**src/rtl/traffic_sensor_cond_pkg.sv**
```systemverilog
// traffic_sensor_cond_pkg: shared state encoding and counter sizing for the detector conditioner
package traffic_sensor_cond_pkg;
   typedef enum logic [1:0] {IDLE = 2'd0, OCC = 2'd1, HOLD = 2'd2, FAULT = 2'd3} state_t;
   function automatic int cnt_width(input int deb, input int hold, input int stuck);
      int m;
      m = (deb > hold) ? deb : hold;
      m = (stuck > m) ? stuck : m;
      return $clog2(m + 1);
   endfunction
endpackage

```
**src/rtl/sensor_channel.sv**
```systemverilog
// sensor_channel: one detector channel -- synchroniser, debounce/gap-hold/stuck FSM, sticky fault flag
//   clk       in  rising-edge clock
//   rst       in  asynchronous active-high reset
//   raw       in  raw asynchronous detector input
//   clr_fault in  one-cycle pulse clearing the sticky fault flag
//   t         out conditioned occupancy (state != IDLE)
//   fault     out sticky stuck-detector flag
module sensor_channel
   import traffic_sensor_cond_pkg::*;
#(
   parameter int DEB_CYCLES   = 3,
   parameter int HOLD_CYCLES  = 4,
   parameter int STUCK_CYCLES = 16
) (
   input  logic clk,
   input  logic rst,
   input  logic raw,
   input  logic clr_fault,
   output logic t,
   output logic fault
);
   localparam int CW = cnt_width(DEB_CYCLES, HOLD_CYCLES, STUCK_CYCLES);
   localparam logic [CW-1:0] DEB_LAST   = CW'(DEB_CYCLES - 1);
   localparam logic [CW-1:0] HOLD_LAST  = CW'(HOLD_CYCLES - 1);
   localparam logic [CW-1:0] STUCK_LAST = CW'(STUCK_CYCLES - 1);
   logic [1:0]    sync_q, sync_d;
   state_t        state_q, state_d;
   logic [CW-1:0] cnt_q, cnt_d;
   logic          fault_q, fault_d;
   logic          s;
   assign s = sync_q[1];
   always_comb begin
      sync_d  = {sync_q[0], raw};
      state_d = state_q;
      cnt_d   = cnt_q;
      // clear is applied first so a same-edge fault entry below overrides it
      fault_d = clr_fault ? 1'b0 : fault_q;
      case (state_q)
         IDLE: begin
            cnt_d   = !s ? '0 : (cnt_q == DEB_LAST) ? '0 : cnt_q + CW'(1);
            state_d = (s && cnt_q == DEB_LAST) ? OCC : IDLE;
         end
         OCC: begin
            if (!s) begin
               state_d = HOLD;
               cnt_d   = '0;
            end else if (cnt_q == STUCK_LAST) begin
               state_d = FAULT;
               cnt_d   = '0;
               fault_d = 1'b1;
            end else begin
               cnt_d   = cnt_q + CW'(1);
            end
         end
         HOLD: begin
            // a returning vehicle resumes occupancy without re-debounce
            cnt_d   = (s || cnt_q == HOLD_LAST) ? '0 : cnt_q + CW'(1);
            state_d = s ? OCC : (cnt_q == HOLD_LAST) ? IDLE : HOLD;
         end
         FAULT: begin
            cnt_d   = (s || cnt_q == DEB_LAST) ? '0 : cnt_q + CW'(1);
            state_d = (!s && cnt_q == DEB_LAST) ? IDLE : FAULT;
         end
         default: begin
            state_d = IDLE;
            cnt_d   = '0;
         end
      endcase
   end
   always_ff @(posedge clk or posedge rst) begin
      if (rst) begin
         sync_q  <= '0;
         state_q <= IDLE;
         cnt_q   <= '0;
         fault_q <= 1'b0;
      end else begin
         sync_q  <= sync_d;
         state_q <= state_d;
         cnt_q   <= cnt_d;
         fault_q <= fault_d;
      end
   end
   assign t     = (state_q != IDLE);
   assign fault = fault_q;
endmodule

```
**src/rtl/traffic_sensor_cond.sv**
```systemverilog
// traffic_sensor_cond: conditions two raw vehicle detectors into T_A/T_B occupancy flags
//   CLK       in  rising-edge clock
//   reset     in  asynchronous active-high reset
//   raw_A/B   in  raw asynchronous detector inputs
//   clr_fault in  one-cycle pulse clearing both sticky fault flags
//   T_A/B     out conditioned occupancy (forced high while a detector is stuck)
//   fault_A/B out sticky stuck-detector flags
module traffic_sensor_cond
   import traffic_sensor_cond_pkg::*;
#(
   parameter int DEB_CYCLES   = 3,
   parameter int HOLD_CYCLES  = 4,
   parameter int STUCK_CYCLES = 16
) (
   input  logic CLK,
   input  logic reset,
   input  logic raw_A,
   input  logic raw_B,
   input  logic clr_fault,
   output logic T_A,
   output logic T_B,
   output logic fault_A,
   output logic fault_B
);
   sensor_channel #(
      .DEB_CYCLES(DEB_CYCLES), .HOLD_CYCLES(HOLD_CYCLES), .STUCK_CYCLES(STUCK_CYCLES)
   ) u_ch_a (
      .clk(CLK), .rst(reset), .raw(raw_A), .clr_fault(clr_fault), .t(T_A), .fault(fault_A)
   );
   sensor_channel #(
      .DEB_CYCLES(DEB_CYCLES), .HOLD_CYCLES(HOLD_CYCLES), .STUCK_CYCLES(STUCK_CYCLES)
   ) u_ch_b (
      .clk(CLK), .rst(reset), .raw(raw_B), .clr_fault(clr_fault), .t(T_B), .fault(fault_B)
   );
endmodule

```
**config.mk**
```make
export PLATFORM = sky130hd
export DESIGN_NAME = traffic_sensor_cond
export DESIGN_NICKNAME = d
export VERILOG_FILES = /design/src/rtl/traffic_sensor_cond_pkg.sv /design/src/rtl/sensor_channel.sv /design/src/rtl/traffic_sensor_cond.sv
export SDC_FILE = /design/constraint.sdc
export NUM_CORES = 1
export LEC_CHECK = 0
export ABC_AREA = 1
export ABC_CLOCK_PERIOD_IN_PS = 2370
export CORE_ASPECT_RATIO = 0.75
export CORE_MARGIN = 1.5
export CORE_UTILIZATION = 55
export DETAILED_ROUTE_END_ITERATION = 6
export MAX_ROUTING_LAYER = met4
export PLACE_DENSITY = 0.76
export SETUP_SLACK_MARGIN = 0.4
export SYNTH_ARGS = -nofsm -noshare
export SYNTH_HDL_FRONTEND = slang
export SYNTH_SLANG_ARGS = --single-unit
```
**constraint.sdc**
```tcl
create_clock -name CLK -period 2.37 [get_ports CLK]
set_input_delay 0.237 -clock CLK [delete_from_list [all_inputs] [get_ports CLK]]
set_output_delay 0.237 -clock CLK [all_outputs]
set_load 0.01 [all_outputs]
```
---- Word level (Yosys, flattened, before mapping) ----
Index checks and enable logic that the tools add are counted.
storage, ports and cells
  output and inout bits ................... 4
  logic and storage cells ................. 74
  register bits ........................... 20
  bits of input ports ..................... 5
operators by class
  add/subtract/negate cells ............... 2
  equal/unequal tests ..................... 14
  reduce and logical (&&, ||, !) cells .... 14
  multiplexer cells ....................... 36
operators with widths
  operator               count
  $mux W5                12
  $pmux W5 S4            2
  $eq A5 B2 Y1 const B   4
  $mux W2                10
  $pmux W2 S4            2
  $add A5 B1 Y5 const B  2
  $eq A5 B4 Y1 const B   2
  $mux W1                10
  $eq A2 B2 Y1 const B   4
  $ne A3 B3 Y1 const B   2
  $eq A2 B1 Y1 const B   2
  $logic_and A1 B1 Y1    4
  $logic_not A2 Y1       2
  $logic_or A1 B1 Y1     4
  $reduce_bool A2 Y1     2
  $logic_not A1 Y1       2

---- Longest topological paths before layout ----
  depth after elaboration ................. 4
  mapped depth ............................ 9
  depth with buffers taken out ............ 9

---- Modules after synthesis ----
Synthesis repeated with hierarchy kept, for this count alone.
unflattened totals
  cells, all modules ...................... 130
  area, all modules ....................... 1118.6 um^2
by module, submodules not included
  module          cells each  area an instance (um^2)  sequential area each (um^2)  times used
  sensor_channel  65          559.3                    250.2                        2

---- Least setup slack after synthesis ----
OpenSTA, ideal clock, no wires.
  kind .................................... reg-to-reg
  start ................................... reg u_ch_a.cnt_q[0]
  end ..................................... reg u_ch_a.cnt_q[1]
  path slack .............................. 1022 ps
  required time ........................... 2299 ps
  stages on the path, launching flop included .. 10
  period minus slack after synthesis ...... 1348 ps
  data arrival time ....................... 1276 ps
  cell sequence ........................... dfrtp_1 > ha_1 > nand3_1 > inv_1 > ha_1 > inv_1 > nand4_1 > nand3_1 > nor2_2 > nor2_1
between the ends
  word-level cells in the longest chain between the ends .. 4
  elaborated cells on any way between the ends .. 13
RTL lines
  element                                      RTL line              RTL
  from (decl)                                  sensor_channel.sv:28  logic [CW-1:0] cnt_q, cnt_d;
  from (signal assigned)                       sensor_channel.sv:79  cnt_q <= cnt_d;
  $add A5 B1 Y5, or another cell as far along  --
  $mux W5, or another cell as far along        sensor_channel.sv:47  end else if (cnt_q == STUCK_LAST) begin
  $mux W5, on equally long branches            --
  $pmux W5 S4 (*)                              sensor_channel.sv:38  case (state_q)
  via u_ch_a.cnt_d[1]                          sensor_channel.sv:28
Mark *: on every way through the listed nets, which the timed path passes. The rest lies on a longest branch.
A chain may end at the register's enable or synchronous reset.

---- Worst setup path after layout ----
  start ................................... reg u_ch_b.state_q[0]
  end ..................................... out T_B
between the ends
  word-level cells in the longest chain between the ends .. 1
RTL lines
  element                 RTL line                   RTL
  from (decl)             sensor_channel.sv:27       state_t state_q, state_d;
  from (signal assigned)  sensor_channel.sv:78       state_q <= state_d;
  $reduce_bool A2 Y1      sensor_channel.sv:83       assign t = (state_q != IDLE);
  to (decl)               traffic_sensor_cond.sv:21  output logic T_B,
No other way between the ends.

==> metrics.log <==
INFO  metric wire_length_of_the_first_global_routing_pass = 3739 microns
INFO  metric timing.setup.tns = 0 ns
INFO  metric maxCapViolations = 0
INFO  metric routed-via-count = 843
INFO  metric num_antenna_cells = 0
INFO  metric final_period_minus_worst_setup_slack = 1.818 ns
INFO  metric worst_path_largest_cell_delay = 0.49 ns
INFO  metric setup.worst_path.end_class = output pin
INFO  metric power.leakage = 0.6873 nW
INFO  metric synth_seq_area_share = 43.76%
INFO  metric detail-route-antenna-nets = 0
INFO  metric place.detailed.hpwl = 1561 microns
INFO  metric synth_area_leader_cell = dfrtp_1
INFO  metric clk_pin_slew_worst_paths = 0.11 ns
INFO  metric power-per-cell-area = 1005 mW/mm^2
INFO  metric hold_violations = 0
INFO  metric mostFrequentLayoutCells = nand2_1 (27), inv_1 (24), dfrtp_1 (20), nor2_1 (16), nand3_1 (10)
INFO  metric core_area = 0.001979 sq mm
INFO  metric multiInputGateArea = 540.5 sq um
INFO  metric final.hold.worst_slack = 0.3562 ns
INFO  metric critical_path.cell_chain = nor2_2 > inv_1 > clkdlybuf4s50_1
INFO  metric fraction_of_layout_cells_with_a_size_suffix_above_1 = 12.93%
INFO  metric final_common_cell = nand2_1
INFO  metric grt_overflow = 0
INFO  metric grt_max_degree = 21
INFO  metric chipWidth = 55.66 microns
INFO  metric worst_slew_margin_relative_to_its_limit = 49.60%
INFO  metric firstDrtPassIters = 4
INFO  metric cp.required = 2.13 ns
INFO  metric tritoncts_num_sinks = 20
INFO  metric grt_util_all_layers = 21.49%
INFO  metric wl_per_cell = 12.16 microns
INFO  metric cts_root_buf = clkbuf_4
INFO  metric cts-buffers-inserted = 3
INFO  metric ff2ff_setup_slack = 0.82 ns
INFO  metric cts_post_setup_buffers_inserted = 0
INFO  metric area_growth = 13.46%
INFO  metric routed_wirelength = 2079 microns
INFO  metric crit_path_start = u_ch_b.state_q[0]
INFO  metric layout.core_utilization = 65.55%
INFO  metric routabilityCongestion = 0.8213
INFO  metric crit_fanout = 6
INFO  metric ys_warn_count = 0
INFO  metric synth.distinct_cells = 23
INFO  metric grtUsageMet3 = 6.481%
INFO  metric chipHeight = 42.49 microns
INFO  metric tritoncts = built
INFO  metric setup-violations-final = 0
INFO  metric critPathBufInv = 2
INFO  metric placement.io_buffers = 8
INFO  metric layout.area.seq = 500.5 sq um
INFO  metric drcViolationCount = 0
INFO  metric number_of_flip_flops_and_latches_in_the_synthesized_netlist = 20
INFO  metric synth_nets = 149
INFO  metric timing.rr.start = u_ch_a.cnt_q[1]
INFO  metric syn_area_per_cell = 8.409 sq um
INFO  metric core.rowCount = 14
INFO  metric finClkSkew = 0.001769 ns
INFO  metric path_delay_family = buffers and inverters
INFO  metric critical_path_class = reg2out
INFO  metric hold_path_class = in2async
INFO  metric htree_num_levels = 1
INFO  metric post_synth_instance_area = 0.001144 sq mm
INFO  metric clock_insertion_delay_worst_skew = 0.30 ns
INFO  metric io_pins = 9
INFO  metric via_count_of_the_first_global_routing_pass = 835
INFO  metric run_status = completed
INFO  metric synth_area_leaders = dfrtp_1 (44%), nand2_1 (8.9%), ha_1 (8.8%)
INFO  metric crit_arrival = 1.58 ns
INFO  metric global_route.usage.met2 = 34.05%
INFO  metric syn_inst = 136
INFO  metric most_heavily_used_metal_layer_in_global_routing = met2
INFO  metric crit_path_top_delay_cell = clkdlybuf4s50_1
INFO  metric max-clock-path-buffers = 2
INFO  metric worst-slew-pin-transition = 0.7552 ns
INFO  metric initial_core_utilization = 57.77%
INFO  metric max_freq = 550.1 MHz
INFO  metric routed_via_density = 4.930
INFO  metric nFillCells = 169
INFO  metric critPathLaunchType = flip-flop
INFO  metric final_min_period_over_clock_period = 76.71%
INFO  metric vdd_drop_max = 0.0005698 V
INFO  metric initialDrtViolationCount = 15
INFO  metric synth_top_area_share = 43.76%
INFO  metric rsz0062_at_grt = false
INFO  metric die_area = 0.002365 sq mm
INFO  metric fraction_of_met1_tracks_used_by_global_routing = 27.63%
INFO  metric finalNetCount = 161
INFO  metric final_max_slew_viol_count = 0
INFO  metric antenna_found_initial = 0
## flip-flops by register name, indices dropped and copies added (netlist names)
name and flops:
u_ch_a.cnt_q 5, u_ch_a.fault 1, u_ch_a.state_q 2, u_ch_a.sync_q 2
u_ch_b.cnt_q 5, u_ch_b.fault 1, u_ch_b.state_q 2, u_ch_b.sync_q 2
## synthesized netlist by cell type, drive strengths merged
library cell / count
nand2: 31
inv: 25
nor2: 23
dfrtp: 20
nand3: 11
ha: 8
a22o: 3
nand4: 3
a21oi: 2
o21ai: 2
xnor2: 2
xor2: 2
a21boi: 1
a31oi: 1
buf: 1
nor3: 1
## logic make-up after synthesis
logic type / synth area share, %
buffers and inverters: 9.190
xor gates and xnor gates: 3.064
and+or+nand+nor: 29.87
AOI/OAI and AO/OA: 5.362
DFF: 43.76
adders and majority gates: 8.753
## final timing paths
path,end,cells after the start
max in group asynchronous,u_ch_b.state_q[0],2
worst max-delay path,T_B,3
worst max register to register,u_ch_a.cnt_q[2],9
worst min-delay path,u_ch_b.cnt_q[1],2
min in group CLK,u_ch_a.sync_q[1],0
worst min register to register,u_ch_a.sync_q[1],0
## worst register-to-register path, delay by kind of cell (launching register included)
family | cells | cell delay [ns]
flops | 1 | 0.40
buf+inv | 2 | 0.12
fa+ha+maj | 2 | 0.38
simple gates | 5 | 0.54
## metal layers
layer	vias up	routed length (microns)
li1	444	-
met1	379	1012
met2	18	959
met3	2	94
met4	0	13
met5	-	0
## per-stage QoR
step / std cells / power, mW / setup slack (ns) / area, sq um
finish: 171 / 1.303 / 0.5520 / 1297
global route: 171 / 1.415 / 0.4362 / 1297
CTS: 171 / 1.308 / 0.4735 / 1295
detailed placement: 167 / 1.023 / 0.8221 / 1242
global placement: 167 / 0.9995 / 0.8496 / 1242
floorplan: 136 / 0.8781 / 1.022 / 1144
## repair_timing
action | in CTS | in global routing
endpoints found under the setup margin | 0 | 1
gates resized for setup | 0 | 1
hold buffers | 0 | 0
## final cells by class
| class | instances | share of cell area (%) |
|---|---|---|
| multi-input combinational | 90 | 41.66 |
| sequential | 20 | 38.57 |
| inverter | 25 | 7.232 |
| timing repair buffer | 8 | 6.172 |
| clock inverter | 1 | 2.314 |
| tap | 24 | 2.314 |
| clock buffer | 3 | 1.736 |
## power by group
group          internal (mW)  switching [mW]  total [mW]
clock network          0.171           0.103       0.274
registers              0.413          0.0863       0.499
logic                  0.211           0.318       0.530
total                  0.795           0.508        1.30
(Power assumes the default switching activity.)
